`src/rtl/ps2_scan_buffer_if.sv`:
```
// PS/2 scan buffer bus: raw keyboard pins, FIFO pop/clear, status.
// master drives KB_Clk/KB_Data/Pop/Clear; slave returns byte/status.
interface ps2_scan_buffer_if #(
  parameter int DEPTH = 16
);
  logic                     KB_Clk;
  logic                     KB_Data;
  logic                     Pop;
  logic                     Clear;
  logic [7:0]               Kb_Byte;
  logic                     Valid;
  logic [$clog2(DEPTH):0]   Count;
  logic                     Parity_Err;
  logic                     Frame_Err;
  logic                     Overflow;

  modport master (
    output KB_Clk, KB_Data, Pop, Clear,
    input  Kb_Byte, Valid, Count,
    input  Parity_Err, Frame_Err, Overflow
  );

  modport slave (
    input  KB_Clk, KB_Data, Pop, Clear,
    output Kb_Byte, Valid, Count,
    output Parity_Err, Frame_Err, Overflow
  );
endinterface

```
`src/rtl/ps2_scan_buffer.sv`:
```
// PS/2 frame receiver feeding a show-ahead scan-code FIFO.
// Ports: Fast_Clock, Reset (async high), bus (ps2_scan_buffer_if.slave).
// Optional macro BREAK_FILTER_EN drops 0xF0 and the byte after it.
module ps2_scan_buffer #(
  parameter int DEPTH          = 16,
  parameter int TIMEOUT_CYCLES = 5000,
  parameter int SYNC_STAGES    = 2
) (
  input logic              Fast_Clock,
  input logic              Reset,
  ps2_scan_buffer_if.slave bus
);
  localparam int AW = $clog2(DEPTH);
  localparam int CW = AW + 1;
  localparam int TW = $clog2(TIMEOUT_CYCLES + 1);

  typedef enum logic [1:0] {
    IDLE, DATA, PARITY, STOP
  } state_t;

  logic [SYNC_STAGES-1:0] kclk_q, kclk_d;
  logic [SYNC_STAGES-1:0] kdat_q, kdat_d;
  logic                   kold_q, kold_d;
  logic                   fall, bit_in;

  state_t                 state_q, state_d;
  logic [2:0]             bcnt_q, bcnt_d;
  logic [7:0]             shift_q, shift_d;
  logic                   par_q, par_d;
  logic [TW-1:0]          tmo_q, tmo_d;
  logic                   perr_q, perr_d;
  logic                   ferr_q, ferr_d;
  logic                   good;
  logic                   push_req;

  logic [7:0]             mem_q [DEPTH];
  logic [AW-1:0]          wr_q, wr_d;
  logic [AW-1:0]          rd_q, rd_d;
  logic [CW-1:0]          cnt_q, cnt_d;
  logic                   ovf_q, ovf_d;
  logic                   valid, full;
  logic                   do_pop, do_push, we;

  // Falling edge: previous synced level 1, current synced level 0.
  always_comb begin
    kclk_d = {kclk_q[SYNC_STAGES-2:0], bus.KB_Clk};
    kdat_d = {kdat_q[SYNC_STAGES-2:0], bus.KB_Data};
    kold_d = kclk_q[SYNC_STAGES-1];
    fall   = kold_q & ~kclk_q[SYNC_STAGES-1];
    bit_in = kdat_q[SYNC_STAGES-1];
  end

  always_comb begin
    state_d = state_q;
    bcnt_d  = bcnt_q;
    shift_d = shift_q;
    par_d   = par_q;
    tmo_d   = '0;
    perr_d  = 1'b0;
    ferr_d  = 1'b0;
    good    = 1'b0;
    if (state_q != IDLE && !fall) begin
      if (tmo_q == TW'(TIMEOUT_CYCLES - 1)) begin
        state_d = IDLE;
        ferr_d  = 1'b1;
      end else begin
        tmo_d = tmo_q + TW'(1);
      end
    end
    if (fall) begin
      unique case (state_q)
        IDLE: begin
          if (!bit_in) begin
            state_d = DATA;
            bcnt_d  = 3'd0;
          end
        end
        DATA: begin
          shift_d[bcnt_q] = bit_in;
          if (bcnt_q == 3'd7) state_d = PARITY;
          else bcnt_d = bcnt_q + 3'd1;
        end
        PARITY: begin
          par_d   = bit_in;
          state_d = STOP;
        end
        STOP: begin
          state_d = IDLE;
          if (!bit_in) ferr_d = 1'b1;
          else if (^{shift_q, par_q}) good = 1'b1;
          else perr_d = 1'b1;
        end
      endcase
    end
  end

`ifdef BREAK_FILTER_EN
  logic skip_q, skip_d;

  // 0xF0 arms a one-shot skip of the following good byte.
  always_comb begin
    skip_d   = skip_q;
    push_req = 1'b0;
    if (good) begin
      if (skip_q) skip_d = 1'b0;
      else if (shift_q == 8'hF0) skip_d = 1'b1;
      else push_req = 1'b1;
    end
    if (bus.Clear) skip_d = 1'b0;
  end

  always_ff @(posedge Fast_Clock or posedge Reset) begin
    if (Reset) skip_q <= 1'b0;
    else       skip_q <= skip_d;
  end
`else
  always_comb push_req = good;
`endif

  // Pop frees a slot, so a simultaneous push is accepted when full.
  always_comb begin
    valid   = cnt_q != '0;
    full    = cnt_q == CW'(DEPTH);
    do_pop  = bus.Pop & valid;
    do_push = push_req & (~full | do_pop);
    we      = do_push & ~bus.Clear;
    wr_d    = wr_q;
    rd_d    = rd_q;
    cnt_d   = cnt_q;
    ovf_d   = ovf_q;
    if (bus.Clear) begin
      wr_d  = '0;
      rd_d  = '0;
      cnt_d = '0;
      ovf_d = 1'b0;
    end else begin
      if (do_push) wr_d = wr_q + AW'(1);
      if (do_pop)  rd_d = rd_q + AW'(1);
      if (do_push && !do_pop) cnt_d = cnt_q + CW'(1);
      if (!do_push && do_pop) cnt_d = cnt_q - CW'(1);
      if (push_req && !do_push) ovf_d = 1'b1;
    end
  end

  always_ff @(posedge Fast_Clock or posedge Reset) begin
    if (Reset) begin
      kclk_q  <= '1;
      kdat_q  <= '1;
      kold_q  <= 1'b1;
      state_q <= IDLE;
      bcnt_q  <= '0;
      shift_q <= '0;
      par_q   <= 1'b0;
      tmo_q   <= '0;
      perr_q  <= 1'b0;
      ferr_q  <= 1'b0;
      wr_q    <= '0;
      rd_q    <= '0;
      cnt_q   <= '0;
      ovf_q   <= 1'b0;
    end else begin
      kclk_q  <= kclk_d;
      kdat_q  <= kdat_d;
      kold_q  <= kold_d;
      state_q <= state_d;
      bcnt_q  <= bcnt_d;
      shift_q <= shift_d;
      par_q   <= par_d;
      tmo_q   <= tmo_d;
      perr_q  <= perr_d;
      ferr_q  <= ferr_d;
      wr_q    <= wr_d;
      rd_q    <= rd_d;
      cnt_q   <= cnt_d;
      ovf_q   <= ovf_d;
    end
  end

  always_ff @(posedge Fast_Clock) begin
    if (we) mem_q[wr_q] <= shift_q;
  end

  always_comb begin
    bus.Kb_Byte    = valid ? mem_q[rd_q] : 8'h00;
    bus.Valid      = valid;
    bus.Count      = cnt_q;
    bus.Parity_Err = perr_q;
    bus.Frame_Err  = ferr_q;
    bus.Overflow   = ovf_q;
  end
endmodule
```
`src/flat_wrapper.sv`:
```
// flat-port wrapper written by rule: the top's interface ports become plain ports
module ps2_scan_buffer_flat 
#(
  parameter int DEPTH          = 16,
  parameter int TIMEOUT_CYCLES = 5000,
  parameter int SYNC_STAGES    = 2
)
  (Fast_Clock, Reset, bus_KB_Clk, bus_KB_Data, bus_Pop, bus_Clear, bus_Kb_Byte, bus_Valid, bus_Count, bus_Parity_Err, bus_Frame_Err, bus_Overflow);
  ps2_scan_buffer_if #(.DEPTH(DEPTH)) bus_i ();
  input logic Fast_Clock;
  input logic Reset;
  input wire logic [$bits(bus_i.KB_Clk)-1:0] bus_KB_Clk;
  input wire logic [$bits(bus_i.KB_Data)-1:0] bus_KB_Data;
  input wire logic [$bits(bus_i.Pop)-1:0] bus_Pop;
  input wire logic [$bits(bus_i.Clear)-1:0] bus_Clear;
  output wire logic [$bits(bus_i.Kb_Byte)-1:0] bus_Kb_Byte;
  output wire logic [$bits(bus_i.Valid)-1:0] bus_Valid;
  output wire logic [$bits(bus_i.Count)-1:0] bus_Count;
  output wire logic [$bits(bus_i.Parity_Err)-1:0] bus_Parity_Err;
  output wire logic [$bits(bus_i.Frame_Err)-1:0] bus_Frame_Err;
  output wire logic [$bits(bus_i.Overflow)-1:0] bus_Overflow;
  assign bus_i.KB_Clk = bus_KB_Clk;
  assign bus_i.KB_Data = bus_KB_Data;
  assign bus_i.Pop = bus_Pop;
  assign bus_i.Clear = bus_Clear;
  assign bus_Kb_Byte = bus_i.Kb_Byte;
  assign bus_Valid = bus_i.Valid;
  assign bus_Count = bus_i.Count;
  assign bus_Parity_Err = bus_i.Parity_Err;
  assign bus_Frame_Err = bus_i.Frame_Err;
  assign bus_Overflow = bus_i.Overflow;
  ps2_scan_buffer #(.DEPTH(DEPTH), .TIMEOUT_CYCLES(TIMEOUT_CYCLES), .SYNC_STAGES(SYNC_STAGES)) u_core (.Fast_Clock(Fast_Clock), .Reset(Reset), .bus(bus_i));
endmodule
```
`config.mk`:
```
export PLATFORM = sky130hd
export DESIGN_NAME = ps2_scan_buffer_flat
export DESIGN_NICKNAME = d
export VERILOG_FILES = /design/src/rtl/ps2_scan_buffer_if.sv /design/src/rtl/ps2_scan_buffer.sv /design/src/flat_wrapper.sv
export SDC_FILE = /design/constraint.sdc
export NUM_CORES = 1
export LEC_CHECK = 0
export BUFFER_PORTS_ARGS = -buffer_cell sky130_fd_sc_hd__buf_4
export CAP_MARGIN = 15
export CORE_MARGIN = 5
export CORE_UTILIZATION = 55
export CTS_CLUSTER_SIZE = 24
export DETAILED_ROUTE_END_ITERATION = 16
export PLACE_DENSITY = 0.72
export SYNTH_ARGS = -nofsm -noshare
export SYNTH_HDL_FRONTEND = slang
export SYNTH_SLANG_ARGS = --single-unit
```
`constraint.sdc`:
```
create_clock -name Fast_Clock -period 3.61 [get_ports Fast_Clock]
set_clock_uncertainty 0.1 [all_clocks]
set_input_delay 0.1805 -clock Fast_Clock [delete_from_list [all_inputs] [get_ports Fast_Clock]]
set_output_delay 0.1805 -clock Fast_Clock [all_outputs]
set_load 0.05 [all_outputs]
```
# --- Word-level counts from Yosys, hierarchy flattened ---
# Memory sizes are Yosys's and may differ from the RTL's.
# Cells that the tools add are included.
totals:
  register_bits: 48
  latchBits: 0
  ram_bits: 128
  romBits: 0
  in_bits: 6
  out_inout_bits: 17
  wordCells: 98
  memories: 1
mem_list:
  columns: ["memory", "depth", "width", "rd", "rd_clocked_by_memory_dff", "write_ports", "line", "rtl"]
  rows:
  - ["u_core.mem_q", 16, 8, 1, 0, 1, "ps2_scan_buffer.sv:36", "logic [7:0] mem_q [DEPTH];"]
op_classes:
  add_sub_neg: 6
  n_mul: 0
  div: 0
  magnitude_cmp: 2
  n_eq_ne: 8
  shift: 0
  muxes: 39
  n_bitwise: 8
  reduce_logical: 20
ops:
  columns: ["operator", "count"]
  rows:
  - ["$mux W13", 2]
  - ["$mux W1", 18]
  - ["$mux W4", 4]
  - ["$mux W5", 3]
  - ["$add A13 B1 Y13 const B", 1]
  - ["$eq A13 B13 Y1 const B", 1]
  - ["$mux W2", 5]
  - ["$reduce_bool A2 Y1", 5]
  - ["$reduce_xor A9 Y1", 1]
  - ["$add A4 B1 Y4 const B", 2]
  - ["$bwmux W8", 1]
  - ["$mux W8", 1]
  - ["$pmux W2 S4", 1]
  - ["$mux W3", 2]
  - ["$pmux W3 S2", 1]
  - ["$add A5 B1 Y5 const B", 1]
  - ["$eq A5 B5 Y1 const B", 1]
  - ["$logic_and A1 B1 Y1", 5]
  - ["$reduce_bool A5 Y1", 1]
  - ["$sub A5 B1 Y5 const B", 1]
  - ["$and A1 B1 Y1", 4]
  - ["$eq A2 B2 Y1 const B", 2]
  - ["$lt A3 B4 Y1 const B", 1]
  - ["$ne A2 B2 Y1 const B", 2]
  - ["other kinds (12)", 17]

# --- Depth between registers and ports, before layout ---
logic_depth:
  word_depth: 10
  depth_mapped: 11
  ltp_nobuf: 10

# --- Worst setup path before layout ---
# OpenSTA, ideal clock, no wires.
synth_timing:
  path_type: "register -> register"
  startpoint: "register u_core.shift_q[1]"
  endpoint: "register u_core.cnt_q[4], in the netlist u_core.bus.Count[4]"
  t_arrival_ps: 2840
  slack_ps: 542
  stages_incl_launch_ff: 10
  synth_period_minus_slack_ps: 3068
  cell_sequence: "dfrtp_1 > xor2_1 > xnor3_1 > mux2_4 > nor2_1 > ha_1 > a21o_1 > a21o_1 > a31oi_1 > mux2_1"
synth_between:
  elab_chain_cells: 10
  elab_cells_between_ends: 12
synth_lines:
  columns: ["item", "line", "rtl"]
  rows:
  - ["from (decl)", "ps2_scan_buffer.sv:28", "logic [7:0] shift_q, shift_d;"]
  - ["from (signal assigned)", "ps2_scan_buffer.sv:167", "shift_q <= shift_d;"]
  - ["$reduce_xor A9 Y1 *", "ps2_scan_buffer.sv:90", "else if (^{shift_q, par_q}) good = 1'b1;"]
  - ["$mux W1 *", "ps2_scan_buffer.sv:90", null]
  - ["$mux W1 *", "ps2_scan_buffer.sv:89", "if (!bit_in) ferr_d = 1'b1;"]
  - ["$mux W1 *", "ps2_scan_buffer.sv:71", "unique case (state_q)"]
  - ["$mux W1 *", "ps2_scan_buffer.sv:70", "if (fall) begin"]
  - ["$and A1 B1 Y1 *", "ps2_scan_buffer.sv:125", "do_push = push_req & (~full | do_pop);"]
  - ["$logic_not A1 Y1", "ps2_scan_buffer.sv:140", "if (!do_push && do_pop) cnt_d = cnt_q - CW'(1);"]
  - ["$logic_and A1 B1 Y1", "ps2_scan_buffer.sv:140", null]
  - ["$mux W5", "ps2_scan_buffer.sv:140", null]
  - ["$mux W5", "ps2_scan_buffer.sv:131", "if (bus.Clear) begin"]
  - ["to (signal assigned)", "ps2_scan_buffer.sv:174", "cnt_q <= cnt_d;"]
  - ["to (decl)", "ps2_scan_buffer.sv:39", "logic [CW-1:0] cnt_q, cnt_d;"]
# Mark *: on every way between the ends. The rest lies on a longest branch, timed or not.
# A chain may end at the register's enable or synchronous reset.

# --- Worst setup path in the final report ---
layout_timing:
  startpoint: "register u_core.shift_q[3]"
  endpoint: "register u_core.cnt_q[4], in the netlist u_core.bus.Count[4]"
# The elaborated chain is that of the path after synthesis.

==> run_results.csv <==
group,metric,value,unit
critical_path,arrival,3.52,ns
finish,finalNetCount,514,
critical_path,crit_buf_inv,0,
synthesis,synth-xor-area-share,3.47,%
global_routing,grt_usage,20.1,%
floorplanning,dieArea,0.0159,mm²
synthesis,yosys.area.top_type,"edfxtp_1",
sta,period_needed,3.31,ns
sta,tns,0,ns
routing,vias,3970,
floorplanning,ioPinCount,23,
sta,maxSlewHeadroom,51.1,%
cts,cts_hold_buffers,4,
floorplanning,initial_core_util,55.9,%
routing,ant_nets,0,
synthesis,synth_top_family_by_area,"multiplexers",
finish,final_cell_mix,"edfxtp_1 (128), nor2_1 (52), buf_4 (46), dfrtp_1 (42), mux4_2 (40)",
synthesis,synthAdderAreaFrac,2.13,%
critical_path,cp_common_cell,"a21o_1",
synthesis,synth_cells,445,
routing,wl_per_cell,21.7,µm
floorplanning,rows,42,
sta,rsz0062_at_grt,"false",
synthesis,yosysTopAreaCellShare,51.9,%
cts,cts.sinks,176,
cts,postCtsResizedCells,0,
floorplanning,core,0.0132,mm²
placement,placedCellCount,648,
sta,finalMaxSlewViolations,0,
finish,drive_gt1_share,26.3,%
cts,cts_tree,"yes",
routing,drtPass1Iterations,5,
cts,clock_path_buffers,2,
synthesis,ys_top_cells_by_area,"edfxtp_1 (52%), dfrtp_1 (15%), mux4_2 (12%), nor2_1 (2.6%), ha_1 (1.9%)",
power_and_ir_drop,peakVddDrop,0.000319,V
finish,layout.cells.non_filler,685,
synthesis,synth_compound_area_share,1.59,%
synthesis,ys_types,41,
global_routing,grt_max_degree,49,
status,outcome,"finished, final reports clean",
critical_path,crit_type,"flip-flop to flip-flop",
synthesis,synthArstFlopShare,27.3,%
critical_path,required,3.81,ns
critical_path,cp_top_family,"multiplexers",
sta,finalSetupViolCount,0,
cts,htree_levels,4,
synthesis,syn_nets,463,
cts,clkLatencyLatePin,0.42,ns
critical_path,cp-start-kind,"flip-flop",
routing,drc_errors,0,
routing,drtIter0Drc,371,
cts,clk_pin_slew,0.06,ns
global_routing,grt_pass1_vias,4151,
power_and_ir_drop,p_leak,3.33,nW
synthesis,synth_area_per_cell,16.6,µm²
floorplanning,die_h,126,µm
synthesis,ys_ff_latch,176,
synthesis,synth-seq-area-share,68.2,%
critical_path,crit_chain,"xnor2_1 > xnor3_1 > mux2_4 > nor2_1 > ha_1 > a21o_1 > a21o_1 > a31oi_1 > mux2_1",
floorplanning,die_w,126,µm
routing,finalWirelength,14900,µm
cts,cts_buffers,17,
sta,whs,0.0942,ns
critical_path,crit_fanout,18,
finish,num_antenna_cells,0,
power_and_ir_drop,powerDensity,613,mW/mm²
critical_path,worstSetupEndpointType,"flip-flop",
sta,worst_pin_slew,0.733,ns
global_routing,grt_first_pass_wirelength,23500,µm
placement,port_buffers,22,
global_routing,grt-ovfl-total,0,
job,cap_violations,0,
finish,nFillCells,929,
sta,fin_crit_sh,91.7,%
critical_path,rrSetupSlack,0.30,ns
synthesis,synth_mux_area_share,14.8,%
synthesis,synth_edf_count,128,
cts,post-cts-setup-buffers,0,
synthesis,syn_area,0.00740,mm²
sta,hold_viol_final,0,
routing,vias_per_cell,5.80,
finish,final_common_cell,"edfxtp_1",
sta,achievable-frequency,0.302,GHz
cts,cts_root_buf,"clkbuf_16",
critical_path,slowest_delay,0.65,ns
critical_path,crit_path_top_delay_cell,"dfrtp_1",
min_path,holdCritPathClass,"input pin to flip-flop",
synthesis,yosys.area_share.simple,8.20,%
placement,dp_hpwl,8680,µm
placement,place_congestion,0.779,
global_routing,antenna_found_initial,0,
finish,area_growth,16.0,%
synthesis,ys_warn_count,0,
synthesis,synthFlopType,"edfxtp_1",
worst min-delay path, delay by kind of cell:
family,cells,cell delay [ns]
compound gates,1,0.20
buf+inv,2,0.14
simple gates,1,0.06
path summary, 6_finish.rpt:
path | from | endpoint | cells after the start
worst max-delay path | u_core.shift_q[3] | u_core.bus.Count[4] | 9
worst min-delay path | bus_Pop | u_core.bus.Overflow | 4
worst max register to register | u_core.shift_q[3] | u_core.bus.Count[4] | 9
worst min register to register | u_core.kdat_q[0] | u_core.kdat_q[1] | 0
max in group asynchronous | Reset | u_core.kclk_q[1] | 4
min in group asynchronous | Reset | u_core.bus.Count[3] | 3
cells by family (layout without fill, tap and decap cells):
kind of cell / count (synthesis) / after routing
buf+inv: 28 / 92
compound gates: 19 / 19
xor+xnor: 26 / 26
mux: 57 / 57
flops: 176 / 176
fa+ha+maj: 12 / 12
simple gates: 127 / 127
Yosys cell counts (all sizes together), types with 7 or more instances:
library cell and n:
buf 7, ha 11, mux2 12, clkbuf 13, xnor2 10, xor2 14
dfrtp 43, nand2 20, o21ai 7, nor2 52, nor3 7, inv 8
nand3 12, and2 10, edfxtp 128, mux4 40
power by group:
| group | switching [mW] | leakage [nW] | total [mW] | internal, mW |
|---|---|---|---|---|
| registers | 0.116 | 1.95 | 2.40 | 2.28 |
| clock network | 0.718 | 0.305 | 1.94 | 1.22 |
| logic | 0.522 | 1.08 | 0.927 | 0.406 |
routing by layer:
layer	part of all wire [%]	GRT usage, %	wire, µm	up-vias
li1	-	-	-	1786
met1	39	25.4	5730	2037
met2	54	34.9	8010	126
met3	5.9	4.45	875	21
met4	1.7	6.88	248	0
met5	0	0	0	-
layout make-up:
type | instances | area, µm² | share of cell area, %
Timing Repair Buffer | 52 | 425 | 4.95
Sequential cell | 176 | 5050 | 58.8
Multi-Input combinational cell | 241 | 2230 | 26.0
Tap cell | 176 | 220 | 2.56
Inverter | 8 | 30.0 | 0.350
Clock inverter | 12 | 189 | 2.20
Clock buffer | 20 | 437 | 5.09
flip-flops by register name (all words and copies together), names as in the netlist, 2 cells and up:
signal	flops
u_core.mem_q	128
u_core.tmo_q	13
u_core.shift_q	8
u_core.bus.Count	5
u_core.rd_q	4
u_core.wr_q	4
u_core.bcnt_q	3
u_core.kclk_q	2
u_core.kdat_q	2
u_core.state_q	2
through the flow:
stage               utilization (%)  cell area [µm²]  setup slack (ns)  total power [mW]
floorplan                         -             7400             0.542              3.10
global placement               59.7             7900             0.486              3.34
detailed placement             59.7             7900             0.380              3.36
CTS                            64.7             8570             0.313              5.30
global route                   64.8             8590             0.100              5.48
finish                         64.8             8590             0.299              5.26
Power figures use the tool's default switching activity.
